$ cat src/rtl/dsp_frame_loader_pkg.sv
// dsp_frame_loader_pkg
//   Shared definitions for the DSP supertile column frame loader:
//   - state_t: loader FSM states
//   - header field positions (END flag, frame index field)
//   - width of the frames_written counter
//   - small helpers mapping a state to its registered status outputs
package dsp_frame_loader_pkg;

    typedef enum logic [2:0] {
        ST_IDLE,
        ST_DATA,
        ST_STROBE,
        ST_HOLD,
        ST_DONE,
        ST_ERROR
    } state_t;

    // Frame index lives in the low byte of a header word.
    localparam int HDR_IDX_LSB = 0;
    localparam int HDR_IDX_W   = 8;

    // Saturating strobe counter width.
    localparam int FRAMES_WRITTEN_W = 8;

    // END flag is the MSB of the header word, whatever the word width.
    function automatic int hdr_end_pos(input int word_bits);
        return word_bits - 1;
    endfunction

    // States in which the loader takes words from the stream. ERROR keeps
    // accepting (and dropping) words so the bitstream source never stalls.
    function automatic logic ready_in(input state_t s);
        return (s == ST_IDLE) || (s == ST_DATA) || (s == ST_ERROR);
    endfunction

    // States in which a frame is in flight.
    function automatic logic busy_in(input state_t s);
        return (s == ST_DATA) || (s == ST_STROBE) || (s == ST_HOLD);
    endfunction

endpackage

$ cat src/rtl/frame_strobe_decoder.sv
// frame_strobe_decoder
//   Registered frame index -> one-hot strobe decoder. The output is a single
//   cycle pulse on the clock after en is sampled high; it is all-zero for an
//   index outside 0..NumStrobes-1.
// Ports:
//   clk    : clock
//   reset  : synchronous, active-high
//   en     : request a strobe for idx on the next cycle
//   idx    : frame index
//   strobe : one-hot (or zero) registered strobe vector
module frame_strobe_decoder #(
    parameter int NumStrobes = 20,
    parameter int IdxW       = 8
) (
    input  logic                  clk,
    input  logic                  reset,
    input  logic                  en,
    input  logic [IdxW-1:0]       idx,
    output logic [NumStrobes-1:0] strobe
);

    always_ff @(posedge clk) begin
        if (reset) begin
            strobe <= '0;
        end else begin
            // Compare against every legal index rather than shifting, so an
            // out-of-range idx simply matches nothing.
            for (int i = 0; i < NumStrobes; i++) begin
                strobe[i] <= en && (idx == IdxW'(i));
            end
        end
    end

endmodule

$ cat src/rtl/dsp_frame_loader.sv
// dsp_frame_loader
//   Configuration sequencer for the two-row DSP supertile column. Takes a
//   valid/ready word stream (header, then one word per tile row), assembles
//   the rows into FrameData and fires a one-cycle one-hot FrameStrobe to
//   latch the frame into the DSP tiles.
//
//   Header word: bit FrameBitsPerRow-1 = END, bits [7:0] = frame index.
//
// Ports:
//   UserCLK        : clock
//   reset          : synchronous, active-high; discards any partial frame
//   s_valid/s_ready/s_data : configuration word stream
//   clear          : leave DONE/ERROR back to IDLE (ignored elsewhere)
//   FrameData      : row r at [r*FrameBitsPerRow +: FrameBitsPerRow]
//   FrameStrobe    : one-hot frame write pulse
//   busy           : frame in progress (DATA/STROBE/HOLD)
//   done           : END header received
//   err            : sticky error (bad index, or incomplete config with mask)
//   frames_written : saturating count of strobes issued
//   frames_mask    : frames strobed since reset/clear
//                    (only with DSP_FRAME_LOADER_MASK_EN defined)
//
// Build option: define DSP_FRAME_LOADER_MASK_EN to add frames_mask and flag
// an END header that arrives before every frame was written.
module dsp_frame_loader
    import dsp_frame_loader_pkg::*;
#(
    parameter int MaxFramesPerCol = 20,
    parameter int FrameBitsPerRow = 32,
    parameter int NumRows         = 2
) (
    input  logic                                UserCLK,
    input  logic                                reset,
    input  logic                                s_valid,
    output logic                                s_ready,
    input  logic [FrameBitsPerRow-1:0]          s_data,
    input  logic                                clear,
    output logic [NumRows*FrameBitsPerRow-1:0]  FrameData,
    output logic [MaxFramesPerCol-1:0]          FrameStrobe,
    output logic                                busy,
    output logic                                done,
    output logic                                err,
    output logic [FRAMES_WRITTEN_W-1:0]         frames_written
`ifdef DSP_FRAME_LOADER_MASK_EN
    ,
    output logic [MaxFramesPerCol-1:0]          frames_mask
`endif
);

    localparam int             RowW    = (NumRows > 1) ? $clog2(NumRows) : 1;
    localparam int             EndPos  = hdr_end_pos(FrameBitsPerRow);
    localparam logic [RowW-1:0] LastRow = RowW'(NumRows - 1);

    state_t                                   state;
    state_t                                   state_next;
    logic [HDR_IDX_W-1:0]                     frame_idx;
    logic [RowW-1:0]                          row_cnt;
    logic [NumRows-1:0][FrameBitsPerRow-1:0]  frame_rows;

    logic                 accept;
    logic                 hdr_end;
    logic                 hdr_bad;
    logic [HDR_IDX_W-1:0] hdr_idx;
    logic                 last_row;
    logic                 strobe_en;
    logic                 leave_idle_clear;
    logic                 end_err;

    assign accept    = s_valid & s_ready;
    assign hdr_end   = s_data[EndPos];
    assign hdr_idx   = s_data[HDR_IDX_LSB +: HDR_IDX_W];
    assign hdr_bad   = int'(hdr_idx) >= MaxFramesPerCol;
    assign last_row  = (row_cnt == LastRow);

    // Fires on the edge that takes the final row, so the registered strobe
    // lines up with the cycle the FSM spends in STROBE.
    assign strobe_en = (state == ST_DATA) && accept && last_row;

    // clear only has an effect from the two terminal states.
    assign leave_idle_clear = clear && ((state == ST_DONE) || (state == ST_ERROR));

    assign FrameData = frame_rows;

`ifdef DSP_FRAME_LOADER_MASK_EN
    logic [MaxFramesPerCol-1:0] mask_q;

    assign frames_mask = mask_q;
    // An END before every frame has been strobed marks the config incomplete.
    assign end_err     = ~&mask_q;

    always_ff @(posedge UserCLK) begin
        if (reset || leave_idle_clear) begin
            mask_q <= '0;
        end else begin
            for (int i = 0; i < MaxFramesPerCol; i++) begin
                if (strobe_en && (frame_idx == HDR_IDX_W'(i))) begin
                    mask_q[i] <= 1'b1;
                end
            end
        end
    end
`else
    assign end_err = 1'b0;
`endif

    // NOTE: state_next gets its default before the case so every path assigns
    // it; a missing default here would infer a latch.
    always_comb begin
        state_next = state;
        case (state)
            ST_IDLE: begin
                if (accept) begin
                    if (hdr_end)      state_next = ST_DONE;
                    else if (hdr_bad) state_next = ST_ERROR;
                    else              state_next = ST_DATA;
                end
            end
            ST_DATA:   if (accept && last_row) state_next = ST_STROBE;
            ST_STROBE: state_next = ST_HOLD;
            ST_HOLD:   state_next = ST_IDLE;
            ST_DONE:   if (clear) state_next = ST_IDLE;
            ST_ERROR:  if (clear) state_next = ST_IDLE;
            default:   state_next = ST_IDLE;
        endcase
    end

    // NOTE: all state updates below are non-blocking so every register sees
    // the pre-edge values of the others, regardless of statement order.
    always_ff @(posedge UserCLK) begin
        if (reset) begin
            state          <= ST_IDLE;
            s_ready        <= 1'b0;
            busy           <= 1'b0;
            done           <= 1'b0;
            err            <= 1'b0;
            frame_idx      <= '0;
            row_cnt        <= '0;
            frames_written <= '0;
            // NOTE: the row registers are reset because they drive FrameData
            // directly and the tiles must see zero after reset.
            frame_rows     <= '0;
        end else begin
            state   <= state_next;
            // Status outputs are registered from the next state so they are
            // valid in the same cycle the FSM occupies that state.
            s_ready <= ready_in(state_next);
            busy    <= busy_in(state_next);
            done    <= (state_next == ST_DONE);

            if ((state == ST_IDLE) && accept && !hdr_end && !hdr_bad) begin
                frame_idx <= hdr_idx;
                row_cnt   <= '0;
            end

            if ((state == ST_DATA) && accept) begin
                frame_rows[row_cnt] <= s_data;
                row_cnt             <= row_cnt + 1'b1;
            end

            if (leave_idle_clear) begin
                err <= 1'b0;
            end else if ((state == ST_IDLE) && accept && (hdr_end ? end_err : hdr_bad)) begin
                err <= 1'b1;
            end

            if (strobe_en && (frames_written != '1)) begin
                frames_written <= frames_written + 1'b1;
            end
        end
    end

    frame_strobe_decoder #(
        .NumStrobes (MaxFramesPerCol),
        .IdxW       (HDR_IDX_W)
    ) u_strobe_dec (
        .clk    (UserCLK),
        .reset  (reset),
        .en     (strobe_en),
        .idx    (frame_idx),
        .strobe (FrameStrobe)
    );

endmodule

$ cat config.mk
export PLATFORM = sky130hd
export DESIGN_NAME = dsp_frame_loader
export DESIGN_NICKNAME = d
export VERILOG_FILES = /design/src/rtl/dsp_frame_loader_pkg.sv /design/src/rtl/frame_strobe_decoder.sv /design/src/rtl/dsp_frame_loader.sv
export SDC_FILE = /design/constraint.sdc
export NUM_CORES = 1
export LEC_CHECK = 0
export ABC_AREA = 1
export CAP_MARGIN = 20
export CORE_ASPECT_RATIO = 0.6
export CORE_UTILIZATION = 35
export DETAILED_ROUTE_END_ITERATION = 12
export HOLD_SLACK_MARGIN = 0.15
export PLACE_DENSITY_LB_ADDON = 0.05
export SKIP_LAST_GASP = 1
export SYNTH_ARGS = -nofsm -noshare
export SYNTH_HDL_FRONTEND = slang
export SYNTH_SLANG_ARGS = --single-unit
$ cat constraint.sdc
create_clock -name UserCLK -period 1.7 [get_ports UserCLK]
set_clock_uncertainty 0.1 [all_clocks]
set_input_delay 0.34 -clock UserCLK [delete_from_list [all_inputs] [get_ports UserCLK]]
set_output_delay 0.34 -clock UserCLK [all_outputs]
set_load 0.005 [all_outputs]
==> metrics.txt <==
Clock Sinks=108; Detail Route Antenna Nets=0; Critical Path Max Stage Delay=0.50 ns; routability cong.=0.811; top layer in use=met3; DRC=0; Reg-to-Reg Start=frames_written[0]; RSZ-0062 raised after global routing=true; die extent in x=141 um; WL met2=4.71 mm; highest clock rate=0.603 GHz; Site Rows=30; power per cell area=823 mW/mm2; number of CTS-inserted buffers=9; top_reg_cell synth=dfxtp_1; worst r2r path cells=8; peak supply drop=0.000496 V; WP data arrival=1.22 ns; gr usage total=0.205; Placed Instances=815; starting DRC count in detailed routing=179; Hold Crit Start=reset; vias in the first global route=3710; Util after Layout=0.540; worst-path maximum fanout=6; area leader, netlist=dfxtp_1; CTS root buf=clkbuf_16; Fin. Hold Viols=0; # setup viols final=0; Crit path max-delay family=buffers and inverters; status=finished, final reports clean; Avg Vias per Cell=4.69; WL met1=6.39 mm; Post-Syn Area=0.00406 mm2; I/O Pins=132; Seq/Total Area, Yosys=0.532; Area Growth Syn to Fin=50.1%; diodes inserted=0; area of placed instances=0.00570 mm2; chip height=85.4 um; fraction of layout cells with a size suffix above 1=0.129; most common cell in the netlist=dfxtp_1; drt pass-1 iters=4; met3 wire len=733 um; CTS tree=yes; Mapped Cells=515; critical path type=reg -> out; CORE AREA=0.0113 mm2; Ys Warns=0; Synth area leaders=dfxtp_1 (53%), nor2_1 (9.5%), nand2_1 (7.0%); worst skew pair latency=0.34 ns; Net count, final=706; Via Count=3908; post-synthesis cell type count=26; pin count of the biggest net entering global routing=46; number of port buffers=131; Multi-input gate area=0.00162 mm2; #FFs+latches synth=108; Mapped Nets=552; Worst Setup SP=frames_written[2]; Slew HR=0.655; Period minus WS final=1.66 ns; worst hold path type=in -> reg; commonest cells in the netlist=dfxtp_1 (108), nor2_1 (103), nand2_1 (76); global-route wire length before repair=19.3 mm; FF-to-FF setup slack=0.18 ns; crit-path cells=clkdlybuf4s50_1; Worst Setup End Kind=output pin; Starting Density=0.359; worst slew pin tran=0.517 ns; H-Tree Depth=3; Tot Pwr=5020 uW; fin cells=834; initial antenna violation count=0; # hold bufs at CTS=0; Post-synth EDFFs=0; Worst Path Required=1.26 ns; die area=0.0121 mm2; Hold Path Cell Cnt=4; Syn Area/Cell=7.89 um2; Pins Over Slew Limit=0; MaxCap Viol Count=0; Avg WL per Cell=14.2 um; Worst Setup Start Kind=flop; Detailed Route WL=11.8 mm; storage element area=0.00219 mm2; design area=0.00610 mm2; Final Cycle Share=0.976; CTS max path bufs=2; ys async rst share=0; Lkg Pwr=0.00247 uW; gr ovfl total=0; Reg clk slew, reported paths=0.07 ns; detailed-placement wirelength estimate=8.65 mm; Crit path buffers/inverters=1; fill count=1060; CP max stage cell=clkdlybuf4s50_1; CP Depth=1; post-synth top area share=0.532
## logic make-up (layout without fill, tap and decap cells)
kind of cell    count (synthesis)  after routing  share of synthesized area
buf+inv                        59            218                     0.0739
fa+ha+maj                       1              1                    0.00308
compound gates                 84             84                      0.104
simple gates                  263            263                      0.287
flops                         108            108                      0.532
## power breakdown
part	leakage [uW]	total, uW	switching [uW]	internal, uW
Sequential	0.000879	2560	17.3	2540
Clock	0.000151	2140	945	1200
Combinational	0.00144	318	159	159
Total	0.00247	5020	1120	3900
## stage by stage
| step | hold WS, ns | setup TNS (ns) | setup WS, ns |
|---|---|---|---|
| finish | 0.306 | 0 | 0.0405 |
| global route | 0.359 | -0.189 | -0.0361 |
| detailed placement | 0.338 | -24.01 | -0.300 |
| floorplan | 0.324 | 0 | 0.250 |
| global placement | 0.333 | -18.59 | -0.293 |
| CTS | 0.290 | -0.0186 | -0.0186 |
## worst min-delay path: stages
cell,delay (ns)
buf_2,0.08
inv_1,0.12
o21ai_0,0.11
a21oi_1,0.04
## metal layers
metal  vias to the layer above  global-route usage
met5                         -                   0
met4                         0              0.0435
met3                         0              0.0559
met2                       105               0.295
met1                      1802               0.302
li1                       2001                   -
## path summary, 6_finish.rpt
kind,endpoint
worst max-delay path,frames_written[2]
worst min-delay path,FrameData[63]
worst max register to register,frames_written[7]
worst min register to register,frame_idx[6]
## layout make-up
cell class | count | share of cell area
Timing Repair Buffer | 170 | 0.271
Clock inverter | 6 | 0.0117
Clock buffer | 10 | 0.0392
Inverter | 32 | 0.0197
Multi-Input combinational cell | 348 | 0.266
Tap cell | 160 | 0.0328
Sequential cell | 108 | 0.360
## cells in the final DEF, fill, tap and decap left out
cell type / n
o21ai_0: 36
a31oi_1: 1
nor2_2: 1
clkbuf_16: 9
buf_2: 1
nor2_4: 3
clkinv_1: 2
dfxtp_2: 10
nand2_8: 1
a21oi_1: 47
nand3b_1: 1
clkbuf_8: 1
dlymetal6s2s_1: 7
nand3_2: 1
nor3_1: 8
nand4_1: 13
bufinv_16: 1
nand4_4: 1
dlygate4sd2_1: 2
clkinv_2: 1
nand2_1: 75
inv_1: 26
nand2_2: 2
buf_4: 36
inv_2: 4
ha_1: 1
nor2_1: 103
inv_8: 1
buf_12: 3
nand3_1: 51
clkinvlp_4: 1
clkdlybuf4s50_1: 121
clkinv_4: 2
nor3_2: 3
dfxtp_1: 93
dfxtp_4: 5
## registers in the layout, indices dropped and copies added, names as in the netlist
| register | cells |
|---|---|
| err | 1 |
| done | 1 |
| s_ready | 1 |
| state | 3 |
| u_strobe_dec.strobe | 20 |
| last_row | 1 |
| FrameData | 64 |
| frames_written | 8 |
| busy | 1 |
| frame_idx | 8 |
## what timing repair did
action | CTS | global route
endpoints found under the setup margin | 11 | 47
setup buffers | 0 | 3
pin swaps | 0 | 1
resized for setup | 16 | 16
Power figures use the tool's default switching activity.
